### config.mk
export PLATFORM = sky130hd
export DESIGN_NAME = delay_sampler
export DESIGN_NICKNAME = d
export VERILOG_FILES = /design/src/rtl/delay_sampler_pkg.sv /design/src/rtl/delay_sampler_ch.sv /design/src/rtl/delay_sampler.sv
export SDC_FILE = /design/constraint.sdc
export NUM_CORES = 1
export LEC_CHECK = 0
export BUFFER_PORTS_ARGS = -buffer_cell sky130_fd_sc_hd__buf_4
export CAP_MARGIN = 0
export CORE_UTILIZATION = 35
export DETAILED_ROUTE_END_ITERATION = 16
export GPL_TIMING_DRIVEN = 0
export PLACE_DENSITY = 0.58
export REMOVE_ABC_BUFFERS = 1
export SYNTH_ARGS = -nofsm -noshare
export SYNTH_HDL_FRONTEND = slang
export SYNTH_SLANG_ARGS = --single-unit
### constraint.sdc
create_clock -name clk -period 1.98 [get_ports clk]
set_input_delay 0.297 -clock clk [delete_from_list [all_inputs] [get_ports clk]]
set_output_delay 0.297 -clock clk [all_outputs]
set_load 0.1 [all_outputs]
### src/rtl/delay_sampler_pkg.sv
`default_nettype none
// +----------------------------------------------------------------------------+
// | Module      : delay_sampler_pkg                                            |
// | Description : Shared types for the delay_sampler timing-control engine.    |
// |               mode_e  - per-request sampling mode                          |
// |               state_e - per-channel FSM state                              |
// | Ports       : none (package)                                               |
// | Revision    : 1.0 - initial release                                        |
// +----------------------------------------------------------------------------+
package delay_sampler_pkg;

  // Sampling mode carried with each request.
  typedef enum logic {
    DELAY_THEN_SAMPLE = 1'b0,  // wait D cycles, then sample din
    SAMPLE_THEN_DELAY = 1'b1   // sample din now, present it after D cycles
  } mode_e;

  // Per-channel FSM state.
  typedef enum logic {
    IDLE = 1'b0,
    WAIT = 1'b1
  } state_e;

endpackage : delay_sampler_pkg
`default_nettype wire

### src/rtl/delay_sampler_ch.sv
`default_nettype none
// +----------------------------------------------------------------------------+
// | Module      : delay_sampler_ch                                             |
// | Description : One independent delay/sample channel: two-state FSM, delay   |
// |               down-counter, hold register and registered outputs.          |
// | Ports       : clk      - clock, rising edge                                |
// |               rst_n    - asynchronous active-low reset                     |
// |               i_req    - request pulse                                     |
// |               i_delay  - delay D, sampled with i_req                       |
// |               i_mode   - mode, sampled with i_req (see mode_e)             |
// |               i_din    - data input                                        |
// |               o_dout   - result, holds until the next completion           |
// |               o_valid  - one-cycle completion pulse                        |
// |               o_busy   - request pending                                   |
// |               o_drop   - one-cycle pulse for a rejected request            |
// | Revision    : 1.0 - initial release                                        |
// +----------------------------------------------------------------------------+
module delay_sampler_ch
  import delay_sampler_pkg::*;
#(
  parameter int W      = 8,
  parameter int CNT_W  = 8,
  parameter int RETRIG = 0
) (
  input  logic             clk,
  input  logic             rst_n,
  input  logic             i_req,
  input  logic [CNT_W-1:0] i_delay,
  input  logic             i_mode,
  input  logic [W-1:0]     i_din,
  output logic [W-1:0]     o_dout,
  output logic             o_valid,
  output logic             o_busy,
  output logic             o_drop
);

  localparam logic [CNT_W-1:0] C_CNT_ONE = {{(CNT_W-1){1'b0}}, 1'b1};

  state_e           r_state, w_state_nxt;
  logic [CNT_W-1:0] r_cnt,   w_cnt_nxt;
  mode_e            r_mode,  w_mode_nxt;
  logic [W-1:0]     r_hold,  w_hold_nxt;
  logic [W-1:0]     r_dout,  w_dout_nxt;
  logic             r_valid, w_valid_nxt;
  logic             r_drop,  w_drop_nxt;
  logic             w_load;

  always_ff @(posedge clk or negedge rst_n) begin
    if (!rst_n) begin
      r_state <= IDLE;
      r_cnt   <= '0;
      r_mode  <= DELAY_THEN_SAMPLE;
      r_hold  <= '0;
      r_dout  <= '0;
      r_valid <= 1'b0;
      r_drop  <= 1'b0;
    end else begin
      r_state <= w_state_nxt;
      r_cnt   <= w_cnt_nxt;
      r_mode  <= w_mode_nxt;
      r_hold  <= w_hold_nxt;
      r_dout  <= w_dout_nxt;
      r_valid <= w_valid_nxt;
      r_drop  <= w_drop_nxt;
    end
  end

  always_comb begin
    w_state_nxt = r_state;
    w_cnt_nxt   = r_cnt;
    w_mode_nxt  = r_mode;
    w_hold_nxt  = r_hold;
    w_dout_nxt  = r_dout;
    w_valid_nxt = 1'b0;
    w_drop_nxt  = 1'b0;
    w_load      = 1'b0;

    case (r_state)
      IDLE: begin
        if (i_req) begin
          w_load      = 1'b1;
          w_state_nxt = WAIT;
        end
      end
      WAIT: begin
        if (r_cnt == '0) begin
          // Completion; a request on this same edge is accepted without a
          // bubble, the old result still comes from the old hold/mode.
          w_dout_nxt  = (r_mode == SAMPLE_THEN_DELAY) ? r_hold : i_din;
          w_valid_nxt = 1'b1;
          if (i_req) begin
            w_load = 1'b1;
          end else begin
            w_state_nxt = IDLE;
          end
        end else if (i_req && (RETRIG != 0)) begin
          // Restart: the aborted request never completes.
          w_load = 1'b1;
        end else begin
          w_drop_nxt = i_req;
          w_cnt_nxt  = r_cnt - C_CNT_ONE;
        end
      end
      default: w_state_nxt = IDLE;
    endcase

    if (w_load) begin
      w_cnt_nxt  = i_delay;
      w_mode_nxt = mode_e'(i_mode);
      if (i_mode) begin
        w_hold_nxt = i_din;
      end
    end
  end

  assign o_dout  = r_dout;
  assign o_valid = r_valid;
  assign o_busy  = (r_state == WAIT);
  assign o_drop  = r_drop;

endmodule : delay_sampler_ch
`default_nettype wire

### src/rtl/delay_sampler.sv
`default_nettype none
// +----------------------------------------------------------------------------+
// | Module      : delay_sampler                                                |
// | Description : Multi-channel cycle-accurate delay/sample engine. Each of    |
// |               CH channels runs delay-then-sample or sample-then-delay with |
// |               a per-request delay; channel i uses slice i of each vector.  |
// | Ports       : clk    - clock, rising edge                                  |
// |               rst_n  - asynchronous active-low reset                       |
// |               req    [CH]        - request pulses                          |
// |               delay  [CH*CNT_W]  - per-channel delay D                     |
// |               mode   [CH]        - per-channel mode (see mode_e)           |
// |               din    [CH*W]      - per-channel data input                  |
// |               dout   [CH*W]      - per-channel result                      |
// |               valid  [CH]        - completion pulses                       |
// |               busy   [CH]        - request pending                         |
// |               drop   [CH]        - rejected-request pulses                 |
// | Revision    : 1.0 - initial release                                        |
// +----------------------------------------------------------------------------+
module delay_sampler
  import delay_sampler_pkg::*;
#(
  parameter int W      = 8,
  parameter int CH     = 4,
  parameter int CNT_W  = 8,
  parameter int RETRIG = 0
) (
  input  logic                clk,
  input  logic                rst_n,
  input  logic [CH-1:0]       req,
  input  logic [CH*CNT_W-1:0] delay,
  input  logic [CH-1:0]       mode,
  input  logic [CH*W-1:0]     din,
  output logic [CH*W-1:0]     dout,
  output logic [CH-1:0]       valid,
  output logic [CH-1:0]       busy,
  output logic [CH-1:0]       drop
);

  for (genvar gi = 0; gi < CH; gi++) begin : g_ch
    delay_sampler_ch #(
      .W      (W),
      .CNT_W  (CNT_W),
      .RETRIG (RETRIG)
    ) u_ch (
      .clk     (clk),
      .rst_n   (rst_n),
      .i_req   (req[gi]),
      .i_delay (delay[gi*CNT_W +: CNT_W]),
      .i_mode  (mode[gi]),
      .i_din   (din[gi*W +: W]),
      .o_dout  (dout[gi*W +: W]),
      .o_valid (valid[gi]),
      .o_busy  (busy[gi]),
      .o_drop  (drop[gi])
    );
  end

endmodule : delay_sampler
`default_nettype wire

==> results of run 1 <==
[state kept, by name (all words and copies together) (netlist names)]
register           count
g_ch.u_ch.o_busy       4
g_ch.u_ch.o_dout      32
g_ch.u_ch.o_drop       4
g_ch.u_ch.o_valid      4
g_ch.u_ch.r_cnt       32
g_ch.u_ch.r_hold      32
g_ch.u_ch.r_mode       4
[cells in the mapped netlist, types with 2 or more instances]
| master | count |
|---|---|
| and3_1 | 5 |
| inv_1 | 23 |
| o21ai_2 | 2 |
| mux2_2 | 67 |
| o211a_1 | 2 |
| ha_1 | 4 |
| nor2_1 | 12 |
| a21oi_1 | 20 |
| nand2b_1 | 3 |
| or2_2 | 3 |
| buf_1 | 4 |
| dfrtp_1 | 112 |
| o221a_2 | 4 |
| a22oi_1 | 4 |
| nor3_1 | 8 |
| a2bb2oi_1 | 2 |
| nor3b_1 | 3 |
| o311ai_0 | 3 |
| nand3_1 | 17 |
| buf_4 | 16 |
| o31ai_1 | 3 |
| o211ai_1 | 4 |
| nand2_1 | 38 |
| or3_1 | 9 |
| or3b_2 | 2 |
| clkbuf_1 | 14 |
| or4_1 | 3 |
| a22o_1 | 9 |
| a21o_1 | 4 |
| nor4_1 | 2 |
| nor2b_1 | 2 |
| or4_4 | 2 |
| nand3b_1 | 2 |
| buf_2 | 5 |
| a31oi_1 | 11 |
| mux2i_1 | 25 |
| o21ai_0 | 33 |
[area by class of cell]
| cell class | count | area, µm² |
|---|---|---|
| clock buffers | 12 | 256.5 |
| clock inverters | 3 | 65.06 |
| fillers | 1426 | 7925 |
| inverters | 23 | 86.33 |
| multi-input cells | 323 | 2658 |
| flip-flops and latches | 112 | 2806 |
| well taps | 211 | 264.0 |
| repair buffers | 155 | 1197 |
[critical path, stage by stage (launching register included)]
cell and delay [ns]:
dfrtp_1 0.40, or4_4 0.57, o31ai_4 0.23, buf_4 0.19, mux2_2 0.33, o221a_2 0.25
[per-layer routing]
layer / up-vias / wire length [µm] / global-route usage
met3: 8 / 639 / 0.04648
met2: 91 / 6551 / 0.2739
met5: - / 0 / 0
met1: 2119 / 5986 / 0.2076
li1: 2046 / - / -
met4: 0 / 111 / 0.04762
[worst max path at each step]
stage	startpoint	endpoint	slack (ns)	depth (start not counted)
2_1_floorplan	g_ch[1].u_ch.r_cnt[0]	g_ch[1].u_ch.r_hold[0]	-0.58	6
3_3_place_gp	g_ch[1].u_ch.r_cnt[0]	g_ch[1].u_ch.r_hold[6]	-1.04	6
3_5_place_dp	g_ch[1].u_ch.r_cnt[0]	g_ch[1].u_ch.r_hold[4]	-1.08	6
4_1_cts	g_ch[0].u_ch.r_cnt[3]	g_ch[0].u_ch.r_cnt[5]	-0.05	5
5_1_grt	g_ch[0].u_ch.r_cnt[3]	g_ch[0].u_ch.r_cnt[5]	-0.13	5
6_report	g_ch[0].u_ch.r_cnt[3]	g_ch[0].u_ch.r_cnt[5]	-0.1	5
[repair_timing]
action | 4_1_cts | 5_1_grt
buffers inserted | 22 | 14
endpoints found under the hold margin | 42 | 0
gates cloned | 4 | 0
pin swaps | 12 | 11
gates resized for setup | 46 | 25
hold buffers | 1 | 0
endpoints found under the setup margin | 82 | 55
[report_power, final]
group	switching, mW	leakage, nW	internal [mW]
Sequential	0.400	1.34	2.69
Clock	0.796	0.159	1.17
Combinational	1.70	1.83	1.13
[cell families after synthesis]
logic type,Yosys count
compound gates,108
fa+ha+maj,4
buf+inv,63
flops,112
mux,92
simple gates,115
==> impl_metrics.yaml, run 1 <==
finish:
  final_common_cell: "buf_4"
  final_cell_count_no_fill: 839
  final_area_um2: 7333
  layout_common_cells: "buf_4 (150), dfrtp_1 (109), mux2_2 (37)"
  antenna-diode-count: 0
  nNetsFinal: 702
  final_core_util: 0.4806
  drive_gt1_frac: 0.4427
  area_delta_synth_final_pct: 33.33
routing:
  wl_per_cell_um: 15.84
  drtAntennaViolNets: 0
  dr_total_vias: 4264
  routed_wl_um: 13290
  dr.pass1.iters: 4
  vias_per_cell: 5.082
  first_iter_violations: 141
  drc_errors: 0
synthesis:
  ys_warn_count: 0
  yosys.area_share.adder: 0.009099
  yosys.area.top_type_share: 0.5096
  synth-compound-area-share: 0.1322
  synth_edf_count: 0
  synth_area_leaders: "dfrtp_1 (51%), mux2_2 (14%), mux2i_1 (4.5%), o21ai_0 (3.0%), nand2_1 (2.6%)"
  synth-xor-area-share: 0
  ys_seq_area_frac: 0.5096
  async_flop_share: 1.000
  ys_ff_latch: 112
  synth_flop_cell: "dfrtp_1"
  synthSimpleGateAreaFrac: 0.1101
  synth_cells: 494
  syn_avg_cell_area_um2: 11.13
  synthMuxAreaShare: 0.1827
  synth_largest_area_cell: "dfrtp_1"
  synth_area_um2: 5500
  synth_top_family_by_area: "multiplexers"
  synth.distinct_cells: 49
setup_path:
  end_kind: "flop"
  r2r_cells: 5
  cp_data_arrival_time_ns: 2.31
  worst_setup_path_start_kind: "flop"
  crit_fanout: 5
  required_ns: 2.21
  r2r_slack_ns: -0.1
  r2r_end: "g_ch[0].u_ch.r_cnt[5]"
  path_class: "flop to flop"
  r2r_start: "g_ch[0].u_ch.r_cnt[3]"
clock_network:
  cts-buffers-inserted: 9
  clock_latency_ns: 0.34
  clk_pin_slew_ns: 0.07
  clockBufferDepth: 2
  root_buffer: "clkbuf_16"
  cts_num_sinks: 112
  cts_htree_levels: 3
  cts_tree: "yes"
timing:
  setup_viol_count_final: 17
  grt_setup_unrepaired: "yes"
  fmax_ghz: 0.4813
  worst_pin_slew_ns: 0.5835
  maxSlewViolCount: 0
  skew_ns: 0.007412
  setup_tns_ns: -0.6758
  max-slew-margin-rel: 0.6110
  fin_crit_sh: 1.049
  setup_ws_ns: -0.09772
  finalHoldViolCount: 0
  whs_ns: 0.1908
  fin_crit_ns: 2.078
floorplan:
  ios: 118
  die_w_um: 127.4
  fp-row-count: 45
  die_h_um: 127.4
  core_um2: 15260
  initial_core_util: 0.3605
  dieArea_um2: 16220
worst_hold_path:
  worstHoldStart: "din[8]"
  hold_depth: 2
  min_to: "g_ch[1].u_ch.r_hold[0]"
  hp-class: "primary input to flop"
pwr:
  ir_drop_mv: 0.6425
  p_per_area_nw_per_um2: 1076
  report.power.total_mw: 7.894
  p_leak_nw: 3.336
run:
  drv_cap: 0
placed_design:
  place_ws_ns: -1.080
  hpwl_um: 8264
  gp_congestion: 0.7775
  portBuffers: 117
  placedInstanceArea_um2: 6450
  dp.cells: 783
run_status:
  violations: "setup timing"
  outcome: "finished with violations"
grt:
  grt_first_pass_wirelength_um: 21100
  grtUsageTotal: 0.1644
  grt_pass1_vias: 4316
  grt-ovfl-total: 0
  antenna_found_initial: 0
  grt_start_max_net_pins: 71
No activity file was read; power rests on OpenSTA's default activity.
==> run 2: changes to the inputs <==
Settings changed: HOLD_SLACK_MARGIN from default to 0.15, PLACE_DENSITY 0.58 to default, REMOVE_ABC_BUFFERS 1 to default.
==> run 2 against run 1 <==
  * The run still ends with setup timing left
  * Critical path depth increased by 1
  * Largest cell class unchanged
  * Clock skew decreased by 0.0037 ns
  * Register-to-register slack improved by 0.06 ns
  * Largest power group unchanged
  * Fmax increased by 2.8%
  * Core utilization increased by 1.3 points
  * Non-clock buffer count increased by 35
==> impl_metrics.yaml, run 2 (synthesis gave the netlist of run 1 again) <==
grt:
  antenna_found_initial: 0
  grtUsageTotal: 0.1689
  grt_pass1_vias: 4327
  grt_start_max_net_pins: 91
  grt-ovfl-total: 0
  grt_first_pass_wirelength_um: 21480
clock_network:
  cts-buffers-inserted: 9
  clockBufferDepth: 2
  cts_htree_levels: 3
  cts_num_sinks: 112
  clk_pin_slew_ns: 0.07
  root_buffer: "clkbuf_16"
  clock_latency_ns: 0.35
  cts_tree: "yes"
setup_path:
  crit_family: "simple AND/OR/NAND/NOR gates"
  worst_setup_path_start_kind: "flop"
  crit_chain: "inv_2, ha_4, or3b_4, o31ai_4, and3_4, mux2_4"
  r2r_slack_ns: -0.04
  slowest_stage: "dfrtp_1"
  crit_buf_inv: 1
  cp_data_arrival_time_ns: 2.25
  cp.depth: 6
  required_ns: 2.21
  r2r_start: "g_ch[1].u_ch.r_cnt[0]"
  end_kind: "flop"
  r2r_cells: 6
  crit_fanout: 5
  critPathMaxStageDelay_ns: 0.39
  path_class: "flop to flop"
  r2r_end: "g_ch[1].u_ch.r_hold[5]"
timing:
  finalHoldViolCount: 0
  worst_pin_slew_ns: 0.6759
  fin_crit_sh: 1.021
  whs_ns: 0.1837
  max-slew-margin-rel: 0.5494
  grt_setup_unrepaired: "yes"
  setup_viol_count_final: 17
  fmax_ghz: 0.4949
  skew_ns: 0.003739
  maxSlewViolCount: 0
  setup_ws_ns: -0.04060
  fin_crit_ns: 2.021
routing:
  routed-wl-met2_um: 6475
  vias_per_cell: 5.069
  drc_errors: 0
  first_iter_violations: 249
  dr_total_vias: 4420
  dr.pass1.iters: 6
  wl_per_cell_um: 15.56
  wl_met3_um: 600
  m1WireLength_um: 6211
  routed_wl_um: 13570
  drtAntennaViolNets: 0
  top_layer: "met4"
run_status:
  outcome: "finished with violations"
  violations: "setup timing"
finish:
  nNetsFinal: 735
  antenna-diode-count: 0
  ff_latch_area_um2: 2803
  multi_input_area_um2: 2663
  drive_gt1_frac: 0.4463
  final_common_cell: "buf_4"
  area_delta_synth_final_pct: 36.97
  layout_common_cells: "buf_4 (165), dfrtp_1 (112), mux2_2 (37)"
  final_core_util: 0.4937
  fillerInstances: 1399
pwr:
  ir_drop_mv: 0.6394
  p_leak_nw: 3.440
  p_per_area_nw_per_um2: 1030
placed_design:
  portBuffers: 117
  hpwl_um: 8827
  gp_congestion: 0.7716
floorplan:
  die_h_um: 127.4
  initial_core_util: 0.3605
  core_um2: 15260
  die_w_um: 127.4
  ios: 118
  dieArea_um2: 16220
  fp-row-count: 45
worst_hold_path:
  worstHoldStart: "din[26]"
  min_to: "g_ch[3].u_ch.r_hold[2]"
  hold_depth: 2
  hp-class: "primary input to flop"
synthesis:
  synth_nets: 572
run:
  drv_cap: 0
## run 2: cell types whose count changed in the layout (fill, tap and decap cells not counted), moves of 3 or more
cell      change
clkbuf_1     +12
dfrtp_2       -3
buf_1         +4
buf_4        +15
dfrtp_1       +3
## run 2: worst max path at each step
stage | end | from
after floorplan | g_ch[3].u_ch.r_hold[0] | g_ch[3].u_ch.r_cnt[0]
after global placement | g_ch[1].u_ch.r_hold[6] | g_ch[1].u_ch.r_cnt[0]
after detailed placement | g_ch[1].u_ch.r_hold[5] | g_ch[1].u_ch.r_cnt[0]
after CTS | g_ch[1].u_ch.r_hold[5] | g_ch[1].u_ch.r_cnt[1]
after global routing | g_ch[1].u_ch.r_hold[4] | g_ch[1].u_ch.r_cnt[0]
final | g_ch[1].u_ch.r_hold[5] | g_ch[1].u_ch.r_cnt[0]
## run 2: power breakdown
part	switching (mW)	internal [mW]	total, mW
registers	0.327	2.69	3.02
clock network	0.796	0.920	1.72
logic	1.82	1.21	3.02
total	2.94	4.82	7.76
## run 2: per-stage QoR
stage          instance area, µm²  power [mW]  setup slack (ns)  setup TNS [ns]  instances
2_1_floorplan                5603       5.031          -0.08360          -1.271        494
3_3_place_gp                 6745       5.642           -0.2495          -7.682        822
3_5_place_dp                 6777       5.725           -0.2901          -9.545        823
4_1_cts                      7412       7.687           -0.1451          -1.666        863
5_1_grt                      7533       8.163          -0.09990          -1.609        872
6_report                     7533       7.762          -0.04060         -0.4340        872
## run 2: layer usage
layer,GRT usage,up-vias
met5,0,-
met4,0.08193,0
met3,0.03224,16
met2,0.2652,111
met1,0.2244,2191
li1,-,2102
## run 2: final cells by class
class	instances	area share
Buffer	32	0.02674
Timing Repair Buffer	158	0.1658
Multi-Input combinational cell	321	0.3534
Clock buffer	15	0.03554
Inverter	23	0.01146
Tap cell	211	0.03504
Sequential cell	112	0.3720
## run 2: timing repair
action / 4_1_cts / 5_1_grt
setup buffers: 26 / 13
hold endpoints to repair: 22 / 0
setup endpoints to repair: 79 / 71
hold buffers: 1 / 0
gates cloned: 3 / 1
pin swaps: 13 / 11
gates resized for setup: 44 / 19
